==> config.mk <==
export PLATFORM = sky130hd
export DESIGN_NAME = vga_plot_sink
export DESIGN_NICKNAME = d
export VERILOG_FILES = /design/src/rtl/vga_plot_sink.sv
export SDC_FILE = /design/constraint.sdc
export NUM_CORES = 1
export LEC_CHECK = 0
export CAP_MARGIN = 20
export CORE_MARGIN = 3
export CORE_UTILIZATION = 25
export CTS_BUF_LIST = sky130_fd_sc_hd__clkbuf_4 sky130_fd_sc_hd__clkbuf_8 sky130_fd_sc_hd__clkbuf_16
export DETAILED_ROUTE_END_ITERATION = 8
export SETUP_SLACK_MARGIN = 0.2
export SYNTH_ARGS = -nofsm -noshare
export SYNTH_HDL_FRONTEND = slang
export SYNTH_SLANG_ARGS = --single-unit
==> constraint.sdc <==
create_clock -name clock -period 4.34 [get_ports clock]
set_clock_uncertainty 0.1 [all_clocks]
set_input_delay 0.434 -clock clock [delete_from_list [all_inputs] [get_ports clock]]
set_output_delay 0.434 -clock clock [all_outputs]
set_load 0.02 [all_outputs]
==> src/rtl/vga_plot_sink.sv <==
// vga_plot_sink
//   Receiving end of the processor's VGA plot interface. Plot requests are
//   range-checked, converted to a linear framebuffer address (y*WIDTH + x)
//   and buffered in a small FIFO that drains through a valid/ready write
//   port. A falling edge on vga_resetn flushes the FIFO and sweeps every
//   pixel to CLEAR_COLOR.
//
// Ports
//   clock, resetn         : rising-edge clock, asynchronous active-low reset
//   vga_color/x/y/plot    : plot request, sampled every cycle
//   vga_resetn            : active-low clear request (falling edge triggers)
//   fb_addr/fb_data/fb_we : framebuffer write request (held until fb_ready)
//   fb_ready              : framebuffer accepts the write this cycle
//   busy                  : clearing, or FIFO non-empty
//   overflow, range_error : sticky drop flags, cleared only by resetn
module vga_plot_sink #(
  parameter int unsigned DEPTH       = 4,
  parameter int unsigned WIDTH       = 160,
  parameter int unsigned HEIGHT      = 120,
  parameter logic [14:0] CLEAR_COLOR = 15'h0000
) (
  input  logic        clock,
  input  logic        resetn,
  input  logic [14:0] vga_color,
  input  logic [7:0]  vga_x,
  input  logic [6:0]  vga_y,
  input  logic        vga_plot,
  input  logic        vga_resetn,
  output logic [14:0] fb_addr,
  output logic [14:0] fb_data,
  output logic        fb_we,
  input  logic        fb_ready,
  output logic        busy,
  output logic        overflow,
  output logic        range_error
);

  localparam int unsigned AW        = $clog2(DEPTH);
  localparam logic [14:0] LAST_ADDR = 15'(WIDTH * HEIGHT - 1);
  localparam logic [8:0]  WIDTH_L   = 9'(WIDTH);
  localparam logic [7:0]  HEIGHT_L  = 8'(HEIGHT);
  localparam logic [14:0] WIDTH_A   = 15'(WIDTH);

  typedef enum logic {ST_RUN, ST_CLEAR} state_e;

  state_e      state_q, state_d;
  logic        vga_resetn_q;
  logic [AW:0] wr_ptr_q, wr_ptr_d;
  logic [AW:0] rd_ptr_q, rd_ptr_d;
  logic [14:0] clr_addr_q, clr_addr_d;
  logic        overflow_q, overflow_d;
  logic        range_q, range_d;
  logic [29:0] mem_q [DEPTH];

  logic        clear_req;
  logic        empty;
  logic        full;
  logic        in_range;
  logic        push;
  logic        pop;
  logic [14:0] plot_addr;
  logic [29:0] head;

  assign clear_req = vga_resetn_q & ~vga_resetn;
  // Pointers carry one extra wrap bit so full and empty are distinguishable.
  assign empty     = (wr_ptr_q == rd_ptr_q);
  assign full      = (wr_ptr_q[AW] != rd_ptr_q[AW]) &&
                     (wr_ptr_q[AW-1:0] == rd_ptr_q[AW-1:0]);
  assign in_range  = ({1'b0, vga_x} < WIDTH_L) && ({1'b0, vga_y} < HEIGHT_L);
  assign plot_addr = 15'(vga_y) * WIDTH_A + 15'(vga_x);
  assign head      = mem_q[rd_ptr_q[AW-1:0]];

  always_comb begin
    state_d    = state_q;
    wr_ptr_d   = wr_ptr_q;
    rd_ptr_d   = rd_ptr_q;
    clr_addr_d = clr_addr_q;
    overflow_d = overflow_q;
    range_d    = range_q;
    push       = 1'b0;
    pop        = 1'b0;
    case (state_q)
      ST_RUN: begin
        if (clear_req) begin
          // Flush abandons any pending head write; same-cycle plot is lost.
          wr_ptr_d   = '0;
          rd_ptr_d   = '0;
          clr_addr_d = '0;
          state_d    = ST_CLEAR;
        end else begin
          if (vga_plot) begin
            if (!in_range)  range_d    = 1'b1;
            else if (full)  overflow_d = 1'b1;
            else            push       = 1'b1;
          end
          pop = !empty && fb_ready;
          if (push) wr_ptr_d = wr_ptr_q + 1'b1;
          if (pop)  rd_ptr_d = rd_ptr_q + 1'b1;
        end
      end
      ST_CLEAR: begin
        if (fb_ready) begin
          if (clr_addr_q == LAST_ADDR) begin
            clr_addr_d = '0;
            state_d    = ST_RUN;
          end else begin
            clr_addr_d = clr_addr_q + 15'd1;
          end
        end
      end
      default: state_d = ST_RUN;
    endcase
  end

  always_comb begin
    fb_we   = 1'b0;
    fb_addr = '0;
    fb_data = '0;
    if (state_q == ST_CLEAR) begin
      fb_we   = 1'b1;
      fb_addr = clr_addr_q;
      fb_data = CLEAR_COLOR;
    end else if (!empty) begin
      fb_we   = 1'b1;
      fb_addr = head[29:15];
      fb_data = head[14:0];
    end
  end

  assign busy        = (state_q == ST_CLEAR) || !empty;
  assign overflow    = overflow_q;
  assign range_error = range_q;

  always_ff @(posedge clock or negedge resetn) begin
    if (!resetn) begin
      state_q      <= ST_RUN;
      vga_resetn_q <= 1'b1;
      wr_ptr_q     <= '0;
      rd_ptr_q     <= '0;
      clr_addr_q   <= '0;
      overflow_q   <= 1'b0;
      range_q      <= 1'b0;
    end else begin
      state_q      <= state_d;
      vga_resetn_q <= vga_resetn;
      wr_ptr_q     <= wr_ptr_d;
      rd_ptr_q     <= rd_ptr_d;
      clr_addr_q   <= clr_addr_d;
      overflow_q   <= overflow_d;
      range_q      <= range_d;
    end
  end

  // Storage needs no reset: contents are only visible through a non-empty FIFO.
  always_ff @(posedge clock) begin
    if (push) mem_q[wr_ptr_q[AW-1:0]] <= {plot_addr, vga_color};
  end

endmodule
==> results of run 1 <==
==> registers in the layout (all words and copies together) (netlist names) <==
| name | flops |
|---|---|
| clr_addr_q | 15 |
| state_q | 1 |
| overflow | 1 |
| vga_resetn_q | 1 |
| rd_ptr_q | 3 |
| mem_q | 120 |
| wr_ptr_q | 3 |
| range_error | 1 |
==> logic make-up (layout without fill, tap and decap cells) <==
kind of cell	Yosys count	after routing	synth area share
adders and majority gates	21	21	0.0424
xor gates and xnor gates	13	13	0.0197
AOI/OAI and AO/OA	76	76	0.0697
muxes	32	32	0.106
DFF	145	145	0.646
and+or+nand+nor	116	116	0.0913
buffers and inverters	34	121	0.0248
==> power breakdown <==
part | switching (mW) | total [mW] | internal (mW)
clock network | 0.595 | 1.41 | 0.816
registers | 0.0723 | 1.64 | 1.57
logic | 0.479 | 0.927 | 0.448
total | 1.15 | 3.98 | 2.84
==> cells in the mapped netlist, types with 4 or more instances <==
cell	n	area share
buf_4	4	0.0046
a21oi_1	12	0.0092
nand2b_1	5	0.0048
buf_2	4	0.0031
edfxtp_1	120	0.55
nor2_1	10	0.0057
dfrtp_1	24	0.092
and2_1	4	0.0038
clkbuf_1	11	0.0063
inv_1	12	0.0069
a31oi_1	7	0.0067
nand4_1	5	0.0048
xnor2_1	9	0.012
mux4_2	30	0.10
ha_1	19	0.036
nand2_1	47	0.027
nor2b_1	17	0.016
o21bai_1	4	0.0046
nand3_1	11	0.0084
o21ai_0	32	0.024
==> cell usage in the layout, fill, tap and decap left out, types with 2 or more instances in the layout <==
| cell type | synthesis | layout |
|---|---|---|
| nand3b_1 | 2 | 2 |
| nor2_1 | 10 | 10 |
| inv_8 | 0 | 3 |
| edfxtp_1 | 120 | 120 |
| clkdlybuf4s50_1 | 0 | 68 |
| xor2_1 | 3 | 3 |
| o21ai_1 | 3 | 3 |
| nand3_1 | 11 | 11 |
| o21ai_0 | 32 | 32 |
| inv_6 | 0 | 6 |
| nor3_1 | 3 | 3 |
| a21oi_1 | 12 | 12 |
| and4_1 | 2 | 2 |
| nand2b_1 | 5 | 5 |
| buf_4 | 4 | 9 |
| mux4_2 | 30 | 30 |
| dfrtp_1 | 24 | 23 |
| clkinvlp_4 | 0 | 2 |
| xnor2_1 | 9 | 9 |
| a21o_1 | 3 | 3 |
| inv_1 | 12 | 12 |
| nand2_1 | 47 | 47 |
| o22ai_1 | 3 | 3 |
| nor2b_1 | 17 | 17 |
| clkbuf_16 | 0 | 17 |
| and2_1 | 4 | 4 |
| o21a_1 | 3 | 3 |
| nand4_1 | 5 | 5 |
| a31oi_1 | 7 | 7 |
| o21bai_1 | 4 | 4 |
| ha_1 | 19 | 19 |
| and3_1 | 2 | 2 |
| fa_1 | 2 | 2 |
==> routing by layer <==
| layer | up-vias | track usage | routed length (microns) |
|---|---|---|---|
| met5 | - | 0 | 0 |
| met4 | 0 | 0.0331 | 148 |
| met3 | 10 | 0.0270 | 767 |
| met2 | 100 | 0.157 | 6530 |
| met1 | 1959 | 0.144 | 6630 |
| li1 | 1831 | - | - |
==> final cells by class <==
| type | count | area, sq um | area share |
|---|---|---|---|
| clock buffers | 18 | 433 | 0.0530 |
| repair buffers | 77 | 748 | 0.0915 |
| multi-input cells | 258 | 2160 | 0.264 |
| well taps | 330 | 413 | 0.0505 |
| flip-flops and latches | 145 | 4230 | 0.518 |
| clock inverters | 14 | 144 | 0.0176 |
| inverters | 12 | 45.0 | 0.00551 |
==> stage by stage <==
stage / area, sq um / worst slack (ps) / power, mW / util
after global routing: 8170 / 641 / 4.19 / 0.321
after floorplan: 6550 / 1710 / 2.32 / -
final: 8170 / 906 / 3.98 / 0.321
after detailed placement: 7600 / 979 / 2.61 / 0.298
after global placement: 7600 / 1070 / 2.60 / 0.298
after CTS: 8170 / 794 / 4.03 / 0.321
==> critical path, stage by stage, from the launching register on <==
cell             delay, ps
dfrtp_2                510
xnor2_1                180
nand3_1                 90
buf_4                  230
nand2b_1               470
nor2b_1                350
clkdlybuf4s50_1        650
==> final timing paths <==
check | to | slack (ps) | cells past startpoint
hold reg to reg | rd_ptr_q[2]$_DFFE_PN0P_ | 410 | 1
setup reg to reg | clr_addr_q[0]$_DFFE_PN0P_ | 1820 | 4
min in group clock | rd_ptr_q[2]$_DFFE_PN0P_ | 410 | 1
hold / removal | clr_addr_q[5]$_DFFE_PN0P_ | 310 | 2
setup / recovery | fb_data[13] | 910 | 6
max in group asynchronous | vga_resetn_q$_DFF_PN1_ | 3530 | 2
==> reports/results.txt, run 1 <==
Setup CP Type: flip-flop to output pin
Worst EP required: 3810 ps
critical path arrival: 2900 ps
sequential share of the synthesized area: 0.646
status: finished clean
CP max FO: 21
port bufs: 68
fraction of layout cells with a size suffix above 1: 0.149
Hold-fix buffers, CTS: 0
cells after synthesis: 437
final net count: 567
drt wl/cell: 16.5 microns
Final TNS setup: 0 ps
Synthesized Nets: 493
crit end category: output pin
IR drop worst, VDD: 268 uV
DIE HEIGHT: 168 microns
Worst setup SP type: flip-flop
Post-synth EDFFs: 120
final hold vios: 0
Overflow after GRT: 0
die area: 28200 sq um
routability cong.: 0.824
crit share post-route: 0.791
Yosys cell types: 53
max_slew headroom: 0.302
CTS tree: yes
highest clock rate: 0.291 GHz
WHS: 306 ps
Post-CTS Repair Setup Buffers: 0
vias per std cell: 4.57
num ports: 69
Mapped Area: 6550 sq um
TritonCTS Sinks: 145
reg-to-reg startpoint: clr_addr_q[13]$_DFFE_PN0P_
post-cts sizing count: 0
Tmin final: 3430 ps
Initial Util: 0.257
Power Density: 487 nW/um^2
vias in the first global route: 3998
CTS Buffer Depth: 2
Worst Setup SP: rd_ptr_q[0]$_DFFE_PN0P_
asr flop ratio synth: 0.172
initial DRC count: 230
RSZ-0062 raised after global routing: no
Layout Cells excl Fill: 854
Antenna Cells: 0
Worst Hold Class: input pin to asynchronous set/reset pin
slew at the pin with the worst max-slew slack: 1040 ps
CTS root buf: clkbuf_16
Clock H-tree levels: 4
CTS buffer count: 17
Worst-path clk slew: 60 ps
DRC: 0
Die W: 168 microns
GRT Total Usage: 0.103
final setup vio count: 0
dpl hpwl: 9.42 mm
#FFs+latches synth: 145
post-route ant nets: 0
fillers: 2468
Max-Cap Viols: 0
Ys Warns: 0
area grow syn2layout: 24.8%
Leakage: 2.77 nW
Clock Latency Late Sink: 410 ps
drt total wl: 14.1 mm
Final Max Slew Viols: 0
via count: 3900
Placed Instances: 822
initial antenna violation count: 0
DR pass1 iterations: 4
total core area: 25500 sq um
Synth Flop Type: edfxtp_1
largest net degree at the start of global routing: 47
FP Rows: 58
average cell area after synthesis: 15.0 sq um
first-pass GRT wire length: 22.3 mm
Power figures use the tool's default switching activity.
==> run 2: changes to the inputs <==
==> constraint.sdc (replaced) <==
create_clock -name clock -period 3.5 [get_ports clock]
set_clock_uncertainty 0.1 [all_clocks]
set_input_delay 0.35 -clock clock [delete_from_list [all_inputs] [get_ports clock]]
set_output_delay 0.35 -clock clock [all_outputs]
set_load 0.02 [all_outputs]
==> run 2 against run 1 <==
Net effect: first-iteration DRC count is 4.8% lower; register-to-register slack worse by 840 ps; sequential power is 23% higher; highest routed layer unchanged.
==> reports/results.txt, run 2 (synthesized netlist as in run 1, its figures left out) <==
Crit-path slowest cell: clkdlybuf4s50_1
GRT Total Usage: 0.105
Layout Cells excl Fill: 853
status: finished clean
Tmin final: 3090 ps
Power Density: 612 nW/um^2
initial DRC count: 219
Clock Latency Late Sink: 410 ps
CTS buffer count: 17
Leakage: 2.79 nW
critical path arrival: 2640 ps
Worst EP required: 3050 ps
CP bufs+invs: 1
area grow syn2layout: 26.1%
Worst-path clk slew: 60 ps
Multi-input gate area: 2160 sq um
worst r2r dst: clr_addr_q[0]$_DFFE_PN0P_
RSZ-0062 raised after global routing: no
Worst setup SP type: flip-flop
max_slew headroom: 0.297
post-route ant nets: 0
critical path cell sequence: nand2b_1 > nor2b_1 > clkdlybuf4s50_1
port bufs: 68
via count: 3912
drt wl/cell: 16.7 microns
post-cts sizing count: 0
Final Cell Area: 8260 sq um
final net count: 567
Max-Cap Viols: 0
max FFs per register: 120
Setup CP Type: flip-flop to output pin
commonest non-fill, non-tap cells in the layout: edfxtp_1, clkdlybuf4s50_1, nand2_1
critical path's top delay family: simple AND/OR/NAND/NOR gates
DIE HEIGHT: 168 microns
vias in the first global route: 4047
slew at the pin with the worst max-slew slack: 1040 ps
Worst Hold Class: input pin to flip-flop
fillers: 2459
DR pass1 iterations: 5
Die W: 168 microns
fraction of layout cells with a size suffix above 1: 0.147
Antenna Cells: 0
Hold Path End: vga_resetn_q$_DFF_PN1_
Final TNS setup: 0 ps
IR drop worst, VDD: 342 uV
Post-CTS Repair Setup Buffers: 0
CTS tree: yes
CTS root buf: clkbuf_16
register area: 4230 sq um
initial antenna violation count: 0
commonest non-fill, non-tap cell in the layout: edfxtp_1
TritonCTS Sinks: 145
worst r2r path cells: 4
vias per std cell: 4.59
Placed Instances: 822
Hold Path Origin: vga_resetn
crit share post-route: 0.882
reg-to-reg startpoint: clr_addr_q[13]$_DFFE_PN0P_
drt total wl: 14.3 mm
WHS Path Cells: 1
FP Rows: 58
slowest cell delay on critical path: 650 ps
Overflow after GRT: 0
CTS Buffer Depth: 2
Final Max Slew Viols: 0
highest clock rate: 0.324 GHz
total core area: 25500 sq um
die area: 28200 sq um
crit end category: output pin
final setup vio count: 0
dpl hpwl: 9.49 mm
Hold-fix buffers, CTS: 0
Initial Util: 0.257
DRC: 0
largest net degree at the start of global routing: 33
Area after DPL: 7660 sq um
first-pass GRT wire length: 22.7 mm
final hold vios: 0
r2r setup slk: 980 ps
num ports: 69
routability cong.: 0.770
Clock H-tree levels: 4
CP max FO: 21
==> run 2: changes by cell type in the layout (fill, tap and decap cells not counted), sizes merged <==
cell and change:
bufinv +2, clkinvlp +1, inv -3, clkbuf -1
==> run 2: metrics by stage <==
step | power (mW) | util | hold slack, ps | setup slack (ps)
after floorplan | 2.87 | - | -45.6 | 949
after global placement | 3.23 | 0.301 | 392 | 348
after detailed placement | 3.26 | 0.301 | 392 | 209
after CTS | 5.12 | 0.324 | 296 | 282
after global routing | 5.32 | 0.324 | 298 | 224
final | 5.05 | 0.324 | 314 | 413
==> run 2: cell type report <==
cell class | instances | share of cell area
Clock buffer | 17 | 0.0515
Inverter | 12 | 0.00545
Multi-Input combinational cell | 258 | 0.261
Timing Repair Buffer | 77 | 0.0981
Sequential cell | 145 | 0.512
Clock inverter | 14 | 0.0215
Tap cell | 330 | 0.0500
==> run 2: how the worst max path moves through the flow <==
stage | startpoint | end | slack [ps] | depth (start not counted)
2_1_floorplan | vga_y[1] | mem_q[0][28]$_DFFE_PP_ | 950 | 8
3_3_place_gp | vga_y[1] | mem_q[0][28]$_DFFE_PP_ | 350 | 9
3_5_place_dp | vga_y[1] | mem_q[3][28]$_DFFE_PP_ | 210 | 9
4_1_cts | state_q$_DFF_PN0_ | fb_data[13] | 280 | 3
5_1_grt | state_q$_DFF_PN0_ | fb_data[13] | 220 | 3
6_report | state_q$_DFF_PN0_ | fb_data[13] | 410 | 3
==> run 2: layer usage <==
metal / share of wire / wire length (microns) / up-vias / global-route usage
met4: 0.011 / 154 / 0 / 0.0267
met5: 0 / 0 / - / 0
met1: 0.48 / 6820 / 1958 / 0.145
li1: - / - / 1829 / -
met3: 0.054 / 768 / 14 / 0.0301
met2: 0.46 / 6510 / 111 / 0.164
==> run 2: where the power goes <==
part,switching (mW),internal (mW),total [mW],leakage (nW)
Clock,0.716,1.13,1.84,0.285
Combinational,0.615,0.572,1.19,1.11
Sequential,0.0712,1.95,2.02,1.39
Total,1.40,3.65,5.05,2.79
==> variant (settings of run 2) <==
The parameter `DEPTH` goes from 4 to 8.
--- a/src/rtl/vga_plot_sink.sv
+++ b/src/rtl/vga_plot_sink.sv
@@ -15,5 +15,5 @@
 //   overflow, range_error : sticky drop flags, cleared only by resetn
 module vga_plot_sink #(
-  parameter int unsigned DEPTH       = 4,
+  parameter int unsigned DEPTH       = 8,
   parameter int unsigned WIDTH       = 160,
   parameter int unsigned HEIGHT      = 120,
Function: same outputs for any inputs over 4 cycles, from zero or initial values and one cycle with resetn low; that may be too few to reach the edited logic, so the function may still have changed.
==> variant against run 2 <==
Worst setup slack got worse by 190 ps. Area after synthesis rose by 70%. Cell area rose by 66%. Power rose by 78%. Wire length rose by 68%. Combinational power rose by 97%. Clock power rose by 55%. Die area rose by 67%. Synthesized cell count rose by 39%. Sequential cell count rose by 122. First-iteration DRC count rose by 110%.
==> variant: results (changes against run 2) <==
status finished, final reports clean; Syn Nets 661 (+34%); Synth top cells by count edfxtp_1, mux4_2, nor2_1, nand2_1, mux2i_1; Yosys warning count 0 (unchanged); top cells by area, synth edfxtp_1, mux4_2, dfrtp_1; post-synth cell types 52 (-1.9%); CTS buffer count 26 (+9); Leak 4.56 nW (+64%); worst skew pair latency 520 ps (+110 ps); Overall Global Routing Usage 10.1% (-0.39 points); Post-synth EDFFs 240 (+100%); Worst-Margin Slew 710 ps (-333 ps); vias in the first global route 5966 (+47%); IO Port Bufs 68 (unchanged); largest net degree at the start of global routing 64 (+94%); hold crit path type input port to asynchronous set/reset pin; HPWL Detailed 14.6 mm (+54%); CP Max Fanout 12 (-43%); Synth Flop Type edfxtp_1; peak supply drop 0.333 mV (-2.9%); clk buf depth 3 (+1); global-route wire length before repair 36.9 mm (+62%); Detailed Route WL 23.9 mm (+68%); Async SR Flop Fraction 10.1% (-7.1 points); Nets 758 (+34%); # H-tree levels 1 (-3); post-synthesis sequential area ratio 70.9% (+6.3 points); kind of cell adding the most delay to the critical path buffers and inverters; # fillers 4220 (+72%); CTS Root Cell clkbuf_16; layout cells sized above 1 22.2% (+7.5 points); Worst path slowest cell clkdlybuf4s50_1; Via Count 5703 (+46%); 1st-iter DRT viols 456 (+110%); Clock Pin Slew Worst Setup and Hold Paths 60 ps (about the same); First-pass DRT Iterations 4 (-1); Critical Path Max Stage Delay 690 ps (+40 ps); R2R cell count 6 (+2); initial antenna violation count 2 (+2); GPL Wtd Cong 0.752 (-2.3%); CP arrival 2830 ps (+190 ps); max FFs per register 240 (+100%)
[variant: logic make-up (layout without fill, tap and decap cells)]
group                      after synthesis  after routing  synth area share (%)
DFF                                    267            267                  70.9
and+or+nand+nor                        119            119                  5.49
muxes                                   92             92                  15.1
AOI/OAI and AO/OA                       52             52                  3.07
buffers and inverters                   36            153                  1.43
xor gates and xnor gates                24             24                  1.89
adders and majority gates               18             18                  2.16
other                                    0              1                     0
[variant: area by class of cell]
type	count	area share, %
inverters	9	0.247
multi-input cells	305	22.8
clock buffers	40	5.78
well taps	585	5.35
repair buffers	96	7.47
flip-flops and latches	267	57.6
clock inverters	8	0.694
diodes	1	0.0183
[variant: power breakdown]
group	internal, mW	switching [mW]	leakage, nW	total (mW)
sequential	3.65	0.133	2.51	3.78
clock	1.71	1.14	0.448	2.85
combinational	1.16	1.19	1.61	2.35
total	6.52	2.47	4.56	8.98
[variant: what timing repair did]
action / CTS / global route
endpoints found under the hold margin: 0 / 0
setup buffers: 4 / 0
endpoints found under the setup margin: 30 / 23
gates resized for setup: 5 / 15
[variant: final timing paths]
kind,end,from,slack (ps)
setup / recovery,fb_addr[9],rd_ptr_q[0],220
hold / removal,clr_addr_q[1],resetn,90
setup reg to reg,mem_q[3][20],rd_ptr_q[0],1050
hold reg to reg,overflow,overflow,380
max in group asynchronous,vga_resetn_q,resetn,2890
min in group clock,vga_resetn_q,vga_resetn,210
[variant: layer usage]
metal  up-vias  global-route usage, %  wire length, microns
met1      2937                   14.5                 11400
met3        27                   1.59                   845
met4         2                   2.11                   363
li1       2640                      -                     -
met5         -                      0                    13
met2        97                   16.3                 11300
[variant: through the flow]
step / std cells / worst slack (ps) / cell area [sq um] / util, % / TNS [ps]
2_1_floorplan: 608 / -565 / 11100 / - / -88430
3_3_place_gp: 1258 / 185 / 12700 / 29.3 / 0
3_5_place_dp: 1258 / 156 / 12700 / 29.3 / 0
4_1_cts: 1310 / 144 / 13600 / 31.4 / 0
5_1_grt: 1310 / 101 / 13700 / 31.5 / 0
6_report: 1311 / 221 / 13700 / 31.5 / 0
